--- config.mk ---
export PLATFORM = sky130hd
export DESIGN_NAME = gnr_attractor_ctrl
export DESIGN_NICKNAME = d
export VERILOG_FILES = /design/src/rtl/gnr_attractor_ctrl.sv
export SDC_FILE = /design/constraint.sdc
export NUM_CORES = 1
export LEC_CHECK = 0
export ABC_AREA = 1
export BUFFER_PORTS_ARGS = -buffer_cell sky130_fd_sc_hd__buf_2
export CAP_MARGIN = 5
export CORE_MARGIN = 2
export CORE_UTILIZATION = 59
export CTS_CLUSTER_SIZE = 8
export DETAILED_ROUTE_END_ITERATION = 6
export HOLD_SLACK_MARGIN = 0.1
export PLACE_DENSITY = 0.83
export SLEW_MARGIN = 10
export SYNTH_ARGS = -nofsm -noshare
export SYNTH_HDL_FRONTEND = slang
export SYNTH_SLANG_ARGS = --single-unit
--- constraint.sdc ---
create_clock -name clk -period 3.7 [get_ports clk]
set_input_delay 0.74 -clock clk [delete_from_list [all_inputs] [get_ports clk]]
set_output_delay 0.74 -clock clk [all_outputs]
set_load 0.02 [all_outputs]
--- src/rtl/gnr_attractor_ctrl.sv ---
// Floyd cycle-detection controller for a gene-network cell array: finds attractor period, transient and an attractor state.
// `define GNR_TRANSIENT_EN adds the reload/advance/meet phases for exact transient; otherwise transient reports 0.
module gnr_attractor_ctrl #(
    parameter int N_NODES   = 8,
    parameter int CNT_W     = 16,
    parameter int MAX_STEPS = 1000
) (
    input  logic               clk,
    input  logic               rst,
    input  logic               start,
    output logic               busy,
    output logic               nodes_reset,
    output logic               start_s0,
    output logic               start_s1,
    input  logic [N_NODES-1:0] s0_vec,
    input  logic [N_NODES-1:0] s1_vec,
    output logic               res_valid,
    input  logic               res_ready,
    output logic               found,
    output logic [CNT_W-1:0]   period,
    output logic [CNT_W-1:0]   transient,
    output logic [N_NODES-1:0] attractor
);

    typedef enum logic [3:0] {
        S_IDLE,
        S_LOAD,
        S_F_STEP,
        S_F_CHK,
        S_L_STEP,
        S_L_CHK,
`ifdef GNR_TRANSIENT_EN
        S_RELOAD,
        S_A_STEP,
        S_A_CHK,
        S_M_CHK,
        S_M_STEP,
        S_M_PAD,
`endif
        S_DONE
    } state_t;

    localparam logic [CNT_W-1:0] MAX_C = CNT_W'(MAX_STEPS);

    state_t             r_state;
    state_t             w_state_nxt;
    logic [CNT_W-1:0]   r_n;
    logic [CNT_W-1:0]   r_l;
`ifdef GNR_TRANSIENT_EN
    logic [CNT_W-1:0]   r_a;
    logic [CNT_W-1:0]   r_m;
`endif
    logic               r_busy;
    logic               r_nodes_reset;
    logic               r_start_s0;
    logic               r_start_s1;
    logic               r_res_valid;
    logic               r_found;
    logic [CNT_W-1:0]   r_period;
    logic [CNT_W-1:0]   r_transient;
    logic [N_NODES-1:0] r_attractor;

    logic w_eq;
    logic w_busy_nxt;
    logic w_nodes_reset_nxt;
    logic w_start_s0_nxt;
    logic w_start_s1_nxt;
    logic w_res_valid_nxt;

    assign w_eq = (s0_vec == s1_vec);

    function automatic logic [CNT_W-1:0] sat_inc(input logic [CNT_W-1:0] v);
        return (&v) ? v : v + CNT_W'(1);
    endfunction

    // State register plus counters and result registers
    always_ff @(posedge clk) begin
        if (rst) begin
            r_state       <= S_IDLE;
            r_n           <= '0;
            r_l           <= '0;
`ifdef GNR_TRANSIENT_EN
            r_a           <= '0;
            r_m           <= '0;
`endif
            r_busy        <= 1'b0;
            r_nodes_reset <= 1'b0;
            r_start_s0    <= 1'b0;
            r_start_s1    <= 1'b0;
            r_res_valid   <= 1'b0;
            r_found       <= 1'b0;
            r_period      <= '0;
            r_transient   <= '0;
            r_attractor   <= '0;
        end else begin
            r_state       <= w_state_nxt;
            r_busy        <= w_busy_nxt;
            r_nodes_reset <= w_nodes_reset_nxt;
            r_start_s0    <= w_start_s0_nxt;
            r_start_s1    <= w_start_s1_nxt;
            r_res_valid   <= w_res_valid_nxt;
            case (r_state)
                S_LOAD: begin
                    r_n         <= '0;
                    r_found     <= 1'b0;
                    r_period    <= '0;
                    r_transient <= '0;
                    r_attractor <= '0;
                end
                S_F_STEP: r_n <= sat_inc(r_n);
                S_F_CHK:  r_l <= '0;
                S_L_STEP: r_l <= sat_inc(r_l);
                S_L_CHK: begin
                    if (w_eq) begin
                        r_period <= r_l;
`ifndef GNR_TRANSIENT_EN
                        // Meeting point is on the cycle but not necessarily its entry
                        r_found     <= 1'b1;
                        r_transient <= '0;
                        r_attractor <= s0_vec;
`endif
                    end
                end
`ifdef GNR_TRANSIENT_EN
                S_RELOAD: begin
                    r_a <= '0;
                    r_m <= '0;
                end
                S_A_STEP: r_a <= sat_inc(r_a);
                S_M_CHK: begin
                    if (w_eq) begin
                        r_found     <= 1'b1;
                        r_transient <= r_m;
                        r_attractor <= s0_vec;
                    end
                end
                S_M_STEP: r_m <= sat_inc(r_m);
`endif
                default: ;
            endcase
        end
    end

    always_comb begin
        w_state_nxt = r_state;
        case (r_state)
            S_IDLE:   if (start) w_state_nxt = S_LOAD;
            S_LOAD:   w_state_nxt = S_F_STEP;
            S_F_STEP: w_state_nxt = S_F_CHK;
            S_F_CHK: begin
                if (r_n >= CNT_W'(2) && w_eq)
                    w_state_nxt = S_L_STEP;
                else if (r_n == MAX_C)
                    w_state_nxt = S_DONE;
                else
                    w_state_nxt = S_F_STEP;
            end
            S_L_STEP: w_state_nxt = S_L_CHK;
            S_L_CHK: begin
`ifdef GNR_TRANSIENT_EN
                w_state_nxt = w_eq ? S_RELOAD : S_L_STEP;
`else
                w_state_nxt = w_eq ? S_DONE : S_L_STEP;
`endif
            end
`ifdef GNR_TRANSIENT_EN
            S_RELOAD: w_state_nxt = (r_period == '0) ? S_M_CHK : S_A_STEP;
            S_A_STEP: w_state_nxt = S_A_CHK;
            // Hare leads the tortoise by exactly lambda before the meet phase
            S_A_CHK:  w_state_nxt = (r_a >= r_period) ? S_M_CHK : S_A_STEP;
            S_M_CHK:  w_state_nxt = w_eq ? S_DONE : S_M_STEP;
            S_M_STEP: w_state_nxt = S_M_PAD;
            S_M_PAD:  w_state_nxt = S_M_CHK;
`endif
            S_DONE:   if (res_ready) w_state_nxt = S_IDLE;
            default:  w_state_nxt = S_IDLE;
        endcase
    end

    // Outputs decoded from the next state so the flops line up with the state they belong to
    always_comb begin
        w_busy_nxt        = (w_state_nxt != S_IDLE);
        w_res_valid_nxt   = (w_state_nxt == S_DONE);
        w_nodes_reset_nxt = (w_state_nxt == S_LOAD);
        w_start_s0_nxt    = (w_state_nxt == S_F_STEP);
        w_start_s1_nxt    = (w_state_nxt == S_F_STEP) || (w_state_nxt == S_L_STEP);
`ifdef GNR_TRANSIENT_EN
        w_nodes_reset_nxt = w_nodes_reset_nxt || (w_state_nxt == S_RELOAD);
        // M_PAD pulses s0 alone so the tortoise pass bit is re-armed
        w_start_s0_nxt    = w_start_s0_nxt || (w_state_nxt == S_M_STEP) || (w_state_nxt == S_M_PAD);
        w_start_s1_nxt    = w_start_s1_nxt || (w_state_nxt == S_A_STEP) || (w_state_nxt == S_M_STEP);
`endif
    end

    assign busy        = r_busy;
    assign nodes_reset = r_nodes_reset;
    assign start_s0    = r_start_s0;
    assign start_s1    = r_start_s1;
    assign res_valid   = r_res_valid;
    assign found       = r_found;
    assign period      = r_period;
    assign transient   = r_transient;
    assign attractor   = r_attractor;

endmodule

==> run metrics <==
status=completed; hold buffer count at cts=0; post-synth top area cell=dfxtp_1; Routed Antenna Nets=0; CTS resizes=0; number of clock sinks=66; Power Density=393 mW/mm2; worst-path maximum fanout=15; die height=78.9 um; final global-route overflow total=0; number of synthesized register bits=66; GRT Total Usage=25.7%; worst-margin pin slew=0.666 ns; Placed Area=0.00351 mm2; Fillers=476; antenna violations before repair=0; Worst Slack Setup Final=1.44 ns; CTS tree=yes; First-pass DRT Iterations=7; Setup CP Type=reg -> reg; Cell Area, Synth=0.00331 mm2; setup tns final=0 ns; clk buf depth=2; hold_ws=0.457 ns; Setup crit end kind=flip-flop; count of final setup violators=0; gpl congestion=0.854; Mapped Cells=460; port buffer count=49; Layout area overhead=12.6%; ANT cells=0; period utilization=61.0%; area of the multi-input gates=0.00162 mm2; Design Area, Final=0.00372 mm2; pre-CTS setup slack=1.19 ns; skew final=0.00727 ns; pin count of the biggest net entering global routing=26; warnings from Yosys=0; CTS H-tree lvls=3; Primary FF master, synth=dfxtp_1; die width=78.9 um; fin crit period=2.26 ns; share of the synthesized area in the top cell type=39.9%; crit start category=flip-flop; # Post-CTS Setup Buffers=0; post-DR vias/cell=5.29; P_leak=1.57 nW; Pins Over Slew Limit=0; root buf cell=clkbuf_8; vias=3092; routed length per placed instance=12.9 um; RSZ-0062 raised after global routing=no; core area=0.00547 mm2; residual DRC count=0; vias in the first global route=2889; Yosys cell types=35; Rows=27; share of layout cells above drive strength 1=18.9%; Worst-Skew Late Latency=0.35 ns; number of max-cap violations=0; fmax=0.443 GHz; max_slew headroom=55.5%; FF/Latch Area=0.00132 mm2; leading post-synthesis cells by cell area=dfxtp_1 (40%), nand2_1 (9.6%), nand3_1 (8.2%); Syn Area/Cell=7.19 um2; dpl hpwl=5.34 mm; Final Hold Violating Endpoints=0; first-pass GRT wire length=12.5 mm; Starting Density=60.4%; First DRT Iteration DRCs=200; sequential area share after synthesis=39.9%; number of flops mapped to enable cells by yosys=0; Num CTS Buffers=9; CP Data Required Time=3.97 ns; num ports=66; Peak VDD IR=264 uV; final wirelength=7.55 mm; die area=0.00622 mm2; NumNets Final=532; WP data arrival=2.53 ns; clock transition at the registers of the reported paths=0.07 ns; Synth async-reset ratio=0%; Worst Hold Class=reg -> reg
per-stage QoR:
stage	utilization [%]	cells	total power, mW
floorplan	-	476	0.802
global placement	64.1	569	0.808
detailed placement	64.1	569	0.810
CTS	68.0	584	1.47
global route	68.0	584	1.51
finish	68.0	584	1.46
logic make-up after synthesis:
family	synth area share, %
and+or+nand+nor	31.7
buffers and inverters	13.0
AOI/OAI and AO/OA	11.6
DFF	39.9
xor gates and xnor gates	2.12
adders and majority gates	1.51
other	0.113
state kept, by name, summed over array words and instances, names as in the netlist:
name         count
nodes_reset      1
start_s0         1
period          16
attractor        8
r_l             16
res_valid        1
start_s1         1
r_state          4
busy             1
r_n             16
found            1
path summary, 6_finish.rpt:
kind                  startpoint                  end  slack (ns)  cells after the start
min reg2reg   found$_SDFFE_PP0P_   found$_SDFFE_PP0P_        0.46                      2
max          r_n[1]$_SDFFE_PP0P_  r_n[4]$_SDFFE_PP0P_        1.44                      9
min           found$_SDFFE_PP0P_   found$_SDFFE_PP0P_        0.46                      2
max reg2reg  r_n[1]$_SDFFE_PP0P_  r_n[4]$_SDFFE_PP0P_        1.44                      9
cell type report:
cell class                      count  area share (%)
Inverter                           62            6.25
Sequential cell                    66            35.5
Tap cell                           72            2.42
Multi-Input combinational cell    320            43.4
Timing Repair Buffer               49            6.59
Clock buffer                       10            3.70
Clock inverter                      5            2.12
cell usage after synthesis, types with 4 or more instances:
master / n
nand2_1: 85
dfxtp_1: 66
inv_1: 55
nand3_1: 54
nor2_1: 38
a21oi_1: 27
o21ai_0: 24
buf_4: 17
o21ai_1: 17
nor3_1: 8
inv_2: 7
nand4_1: 6
nor2_2: 5
xnor2_1: 5
a21oi_2: 4
buf_2: 4
ha_1: 4
nand2_2: 4
worst max-delay path: stages (launching register included):
cell and delay [ns]:
dfxtp_1 0.40, ha_1 0.20, nand2_1 0.12, nor3_4 0.27, nand2_2 0.11, o21ai_2 0.46
inv_2 0.24, nand2_1 0.14, nand2_1 0.09, a21oi_1 0.14
metal layers:
layer / GRT usage [%] / part of all wire [%] / up-vias
met1: 29.3 / 43 / 1406
met3: 7.27 / 7.1 / 21
met4: 11.9 / 2.3 / 0
met2: 44.6 / 48 / 111
met5: 0 / 0 / -
li1: - / - / 1554
power breakdown:
| part | internal [mW] | switching, mW | total, mW |
|---|---|---|---|
| Sequential | 0.713 | 0.00282 | 0.716 |
| Clock | 0.393 | 0.276 | 0.669 |
| Combinational | 0.0208 | 0.0579 | 0.0786 |
cells in the final DEF, fill, tap and decap left out, types with 3 or more instances in the layout:
cell	instances
nand3_1	54
o21ai_1	17
inv_2	7
o21ai_0	24
xor2_1	3
dfxtp_1	66
nand2_2	4
nor2_1	38
nand3_2	3
nand3b_1	3
nor3_1	8
a21oi_2	4
buf_2	49
inv_1	55
ha_1	4
nand4_1	6
nand2_1	85
xnor2_1	5
conb_1	17
a21oi_1	27
clkbuf_8	10
nor2_2	5
No activity file was read; power rests on OpenSTA's default activity.
